`src/rtl/xt_ram_bridge.sv`:
```
// Bridges ISA-style MEMR/MEMW strobes for conventional RAM onto a req/ack memory port,
// holding io_channel_ready low while the memory transaction is outstanding.
module xt_ram_bridge #(
    parameter logic [19:0] RAM_TOP_ADDR   = 20'hA0000,
    parameter int unsigned TIMEOUT_CYCLES = 255
) (
    input  logic        clock,
    input  logic        reset_n,
    input  logic [19:0] address,
    input  logic [7:0]  data_bus,
    input  logic        memory_read_n,
    input  logic        memory_write_n,
    input  logic        dma0_acknowledge_n,
    output logic        ram_address_select_n,
    output logic [7:0]  ram_data_out,
    output logic        io_channel_ready,
    output logic        mem_req,
    output logic        mem_we,
    output logic [19:0] mem_addr,
    output logic [7:0]  mem_wdata,
    input  logic        mem_ack,
    input  logic [7:0]  mem_rdata,
    output logic        timeout_error
);

    localparam int unsigned CNT_W = 8;
    localparam logic [CNT_W-1:0] CNT_LAST = CNT_W'(TIMEOUT_CYCLES - 1);

    typedef enum logic [1:0] {
        IDLE    = 2'd0,
        REQ     = 2'd1,
        RELEASE = 2'd2
    } state_t;

    state_t           state;
    logic [CNT_W-1:0] count;
    logic             read_prev;
    logic             write_prev;
    logic             sel;
    logic             strobe_fall;
    logic             start;

    // Address decode and zero-latency wait request in the strobe-fall cycle
    always_comb begin
        sel                  = (address < RAM_TOP_ADDR) & dma0_acknowledge_n;
        strobe_fall          = (read_prev & ~memory_read_n) | (write_prev & ~memory_write_n);
        start                = (state == IDLE) & sel & strobe_fall;
        ram_address_select_n = ~sel;
        io_channel_ready     = ~(start | (state == REQ));
    end

    always_ff @(posedge clock or negedge reset_n) begin
        if (!reset_n) begin
            state         <= IDLE;
            count         <= '0;
            read_prev     <= 1'b1;
            write_prev    <= 1'b1;
            mem_req       <= 1'b0;
            mem_we        <= 1'b0;
            mem_addr      <= '0;
            mem_wdata     <= '0;
            ram_data_out  <= 8'h00;
            timeout_error <= 1'b0;
        end else begin
            read_prev  <= memory_read_n;
            write_prev <= memory_write_n;
            case (state)
                IDLE: begin
                    if (start) begin
                        mem_addr  <= address;
                        mem_we    <= ~memory_write_n;
                        mem_wdata <= data_bus;
                        mem_req   <= 1'b1;
                        count     <= '0;
                        state     <= REQ;
                    end
                end
                REQ: begin
                    count <= count + CNT_W'(1);
                    // Ack takes priority over a timeout landing in the same cycle
                    if (mem_ack) begin
                        mem_req <= 1'b0;
                        if (!mem_we) ram_data_out <= mem_rdata;
                        state <= RELEASE;
                    end else if (count == CNT_LAST) begin
                        mem_req       <= 1'b0;
                        timeout_error <= 1'b1;
                        if (!mem_we) ram_data_out <= 8'hFF;
                        state <= RELEASE;
                    end
                end
                RELEASE: begin
                    if (memory_read_n && memory_write_n) state <= IDLE;
                end
                default: state <= IDLE;
            endcase
        end
    end

endmodule

```
`config.mk`:
```
export PLATFORM = sky130hd
export DESIGN_NAME = xt_ram_bridge
export DESIGN_NICKNAME = d
export VERILOG_FILES = /design/src/rtl/xt_ram_bridge.sv
export SDC_FILE = /design/constraint.sdc
export NUM_CORES = 1
export LEC_CHECK = 0
export BUFFER_PORTS_ARGS = -buffer_cell sky130_fd_sc_hd__buf_2
export CORE_MARGIN = 1
export CORE_UTILIZATION = 40
export DETAILED_ROUTE_END_ITERATION = 6
export PLACE_DENSITY = 0.68
export SYNTH_ARGS = -nofsm -noshare
export SYNTH_HDL_FRONTEND = slang
export SYNTH_SLANG_ARGS = --single-unit
```
`constraint.sdc`:
```
create_clock -name clock -period 2.4 [get_ports clock]
set_clock_uncertainty 0.2 [all_clocks]
set_input_delay 0.6 -clock clock [delete_from_list [all_inputs] [get_ports clock]]
set_output_delay 0.6 -clock clock [all_outputs]
set_load 0.01 [all_outputs]
```
======== After elaboration in Yosys (flattened, before gate mapping) ========
Index checks and enable logic that the tools add are counted.
cells by class
  eq/ne operators ......................... 8
  magnitude comparators ................... 1
  reductions and logical operators ........ 10
  muxes and demuxes ....................... 15
  bitwise gates (word level) .............. 12
  shift-type cells ........................ 0
  div/mod/pow operators ................... 0
  multiply operators ...................... 0
  add/sub/neg operators ................... 1
operators by type and width
  kind                                                             number
  8-bit two-way mux                                                5
  20-bit less-than comparator, second input constant               1
  8-bit case mux with 2 select lines                               1
  3-bit AND reduction                                              3
  8-bit by 1-bit adder with 8-bit output, second input constant    1
  8-bit == test, second input constant                             1
  2-bit two-way mux                                                4
  2-bit != test, second input constant                             4
  2-bit case mux with 3 select lines                               1
  1-bit AND                                                        5
  1-bit inverter                                                   5
  2-bit AND reduction                                              2
  4-bit AND reduction                                              1
  2-bit nonzero test                                               2
  1-bit two-way mux                                                3
  3-bit by 2-bit != test with 1-bit output, second input constant  1
  2-bit by 1-bit == test with 1-bit output, second input constant  1
  2-bit == test, second input constant                             1
  2-bit zero test                                                  1
  1-bit OR                                                         2
  1-bit case mux with 2 select lines                               1
  1-bit logical AND                                                1
word-level totals
  memories kept ........................... 0
  latch bits .............................. 0
  bits in read-only memories .............. 0
  output and inout port bits .............. 41
  register bits ........................... 51
  word-level logic and storage cells ...... 57
  memory bits (writable) .................. 0
  input bits .............................. 42

======== Depth between registers and ports, before layout ========
  word-level depth ........................ 6
  depth in mapped cells ................... 6
  mapped depth without buffers ............ 5

======== Worst setup path after synthesis ========
Ideal clock, no wire load.
  kind .................................... input to output
  start point ............................. input port address[18]
  end point ............................... output port io_channel_ready
  data required time ...................... 1.600 ns
  stages on the path ...................... 5
  slack ................................... 0.318 ns
  data arrival time ....................... 1.282 ns
  cell sequence ........................... o21ai_1 -> o2111ai_2 -> buf_2 -> nand2_1 -> inv_1
on the way
  longest elaborated chain between the ends .. 6
ends and longest elaborated chain
  element                      RTL line  RTL
  start: declaration           9         input logic [19:0] address,
  20-bit less-than comparator  45        sel = (address < RAM_TOP_ADDR) & dma0_acknowledge_n;
  1-bit AND                    45
  1-bit AND (2 in a row)       47        start = (state == IDLE) & sel & strobe_fall;
  1-bit OR                     49        io_channel_ready = ~(start | (state == REQ));
  1-bit inverter               49
  end: declaration             16        output logic io_channel_ready,
Every way passes these cells.

======== Worst setup path in the final report ========
  start point ............................. register read_prev
  end point ............................... output port io_channel_ready
on the way
  longest elaborated chain between the ends .. 5
ends and longest elaborated chain
  element                   RTL line  RTL
  start: declaration        37        logic read_prev;
  start signal: assignment  65        read_prev <= memory_read_n;
  1-bit AND                 46        strobe_fall = (read_prev & ~memory_read_n) | (write_prev & ~memory_write_n);
  1-bit OR                  46
  1-bit AND                 47
  1-bit OR                  49
  1-bit inverter            49
Every way passes these cells.

==> impl_metrics.py <==
metrics = {
    "sta": {
        "fmax_mhz": 440,
        "holdWs_ns": 0.199,
        "worstMarginPinSlew_ns": 0.622,
        "rsz0062_at_grt": "no",
        "finalSetupViolCount": 0,
        "period_minus_slack_ns": 2.27,
        "max-slew-margin-rel_pct": 58.5,
        "slew_violations": 0,
        "finalCritPeriodShare_pct": 94.6,
        "layout_setup_ws_ns": 0.128,
        "hold_viol_final": 0,
        "tns_ns": 0,
    },
    "clocking": {
        "cts_made_buffers": 5,
        "post_cts_buffers": 0,
        "cts-root-buf": "clkbuf_8",
        "clk_latency_ns": 0.29,
        "cts_tree": "yes",
        "clock_sinks": 51,
        "cts_resized": 0,
        "path_clk_slew_ns": 0.09,
        "ctsHoldBuffers": 0,
        "cts_htree_levels": 2,
        "clockBufferDepth": 2,
    },
    "detailed_routing": {
        "num_vias": 1507,
        "ant_nets": 0,
        "drc": 0,
        "drt-total-wl_um": 4070,
        "wire_per_inst_um": 13.3,
        "first_pass_iters": 4,
        "vias_per_cell": 4.94,
        "drt_iter0_drc": 76,
    },
    "status": {
        "status": "finished clean",
    },
    "floorplan": {
        "num_io_pins": 83,
        "dieArea_um2": 5450,
        "core_area_um2": 4850,
        "die_y_um": 73.8,
        "initial_utilization_pct": 42.6,
        "fp.dieW_um": 73.8,
        "num_rows": 25,
    },
    "power": {
        "p_per_area_nw_per_um2": 1090,
        "irDropWorstVdd_uv": 639,
        "power_leakage_nw": 1.28,
        "finalPower_mw": 2.90,
    },
    "synthesis": {
        "synth_area_um2": 2060,
        "synth_cell_types": 32,
        "synthTopCellsByArea": "dfrtp_1 (59%), mux2_2 (15%), o22a_1 (3.4%)",
        "ys.warnings.count": 0,
        "synth_top_area_share_pct": 59.4,
        "synth_nets": 195,
        "yosys.area.top_type": "dfrtp_1",
        "ys_ff_latch": 51,
        "syn_area_per_cell_um2": 13.7,
        "syn_inst": 151,
        "yosysSeqAreaShare_pct": 62.0,
    },
    "setup_path": {
        "cp_max_fo": 3,
        "cp_num_buf_inv": 2,
        "worst_setup_path_end_kind": "primary output",
        "cp_slowest_cell": "dfstp_2",
        "path_cells": "nor2b_1, o2111ai_4, nand2_2, inv_1, buf_2",
        "critPathLaunchType": "flip-flop",
        "arrival_ns": 1.47,
        "critical_path.max_stage_delay_ns": 0.53,
        "crit_required_ns": 1.60,
        "critical_path_class": "flip-flop to primary output",
        "crit_family": "flip-flops",
    },
    "finish": {
        "area_delta_synth_final_pct": 28.9,
        "final_util_pct": 54.9,
        "final_layout_size_suffix_gt1_share_pct": 54.2,
        "diodes": 0,
        "fin_nets": 281,
    },
    "grt": {
        "grt_pass1_wl_um": 6840,
        "track_usage_pct": 16.8,
        "antenna_found_initial": 0,
        "grt_max_degree": 52,
        "grt-ovfl-total": 0,
        "grt_pass1_vias": 1543,
    },
    "placed_design": {
        "hpwl_um": 3000,
        "numPortBuffers": 82,
        "place_congestion": 0.750,
        "preCtsSetupSlack_ns": 0.132,
    },
    "hold_path": {
        "hold_class": "input port to asynchronous set/reset pin",
    },
    "run": {
        "maxCapViolCount": 0,
    },
}
## through the flow
step,cell area [um^2],cells
6_report,2660,305
5_1_grt,2660,305
4_1_cts,2660,305
3_5_place_dp,2560,297
3_3_place_gp,2560,297
2_1_floorplan,2060,151
## cell type report
class                      count  area (um^2)
fill                         427         2190
tap                           67         83.8
sequential                    51         1280
timing repair buffer          85          433
inverter                       2         7.51
multi-input combinational     92          757
clock buffer                   8          100
## final timing paths
check | startpoint | endpoint | slack [ns] | cells past startpoint
max | read_prev$_DFF_PN1_ | io_channel_ready | 0.13 | 5
min | reset_n | mem_req$_DFFE_PN0P_ | 0.20 | 2
max reg2reg | read_prev$_DFF_PN1_ | mem_wdata[7]$_DFFE_PN0P_ | 0.51 | 4
min reg2reg | timeout_error$_DFFE_PN0P_ | timeout_error$_DFFE_PN0P_ | 0.26 | 1
max in group asynchronous | reset_n | count[6]$_DFFE_PN0P_ | 1.38 | 2
min in group clock | memory_read_n | read_prev$_DFF_PN1_ | 0.22 | 1
## logic make-up after synthesis
logic type                 share of synthesized area [%]
DFF                                                 62.0
AOI/OAI and AO/OA                                   9.70
buffers and inverters                               2.00
xor gates and xnor gates                           0.425
muxes                                               15.8
and+or+nand+nor                                     8.92
adders and majority gates                           1.21
## sequential cells by signal, summed over array words and instances (netlist names)
register	cells
mem_addr	20
ram_data_out	8
mem_req	1
count	8
timeout_error	1
read_prev	1
mem_wdata	8
mem_we	1
write_prev	1
state	2
## layer usage
metal | track usage, % | wire (um) | part of all wire (%)
met1 | 21.0 | 1750 | 43
met3 | 5.90 | 295 | 7.2
met4 | 5.56 | 46 | 1.1
met2 | 27.0 | 1980 | 49
met5 | 0 | 0 | 0
## cell usage after synthesis
cell,count
nor2_1,6
o21a_1,1
and4_2,1
nand4_1,1
clkbuf_1,1
dfstp_2,2
nand2_1,12
nand2b_1,1
a41oi_4,1
and3_2,1
nand3_1,8
o21ai_0,6
and4_4,1
inv_1,2
o22a_1,8
a21o_1,1
o211ai_1,1
nor2b_1,3
mux2i_1,1
o22ai_1,1
dfrtp_1,49
ha_1,2
mux2_2,28
a21oi_1,2
o21ai_1,1
buf_2,3
o2111ai_2,1
buf_4,2
o31ai_1,1
a31oi_1,1
nor3_4,1
xor2_1,1
## where the power goes
part | internal [mW] | switching, mW | total [mW]
Sequential | 1.20 | 0.216 | 1.42
Clock | 0.263 | 0.256 | 0.520
Combinational | 0.494 | 0.464 | 0.958
## placed cells by master, fill, tap and decap left out, drive strengths merged
cell type,n
buf,85
dfstp,2
o2111ai,1
nor2b,3
dfrtp,49
nor2,6
o21a,1
inv,2
mux2,28
o22a,8
a21o,1
mux2i,1
nand4,1
nand2b,1
nor3,1
and3,1
ha,2
o211ai,1
nand3,8
a31oi,1
o21ai,7
nand2,12
o31ai,1
a41oi,1
and4,2
a21oi,2
xor2,1
clkbuf,8
o22ai,1
Power figures use the tool's default switching activity.
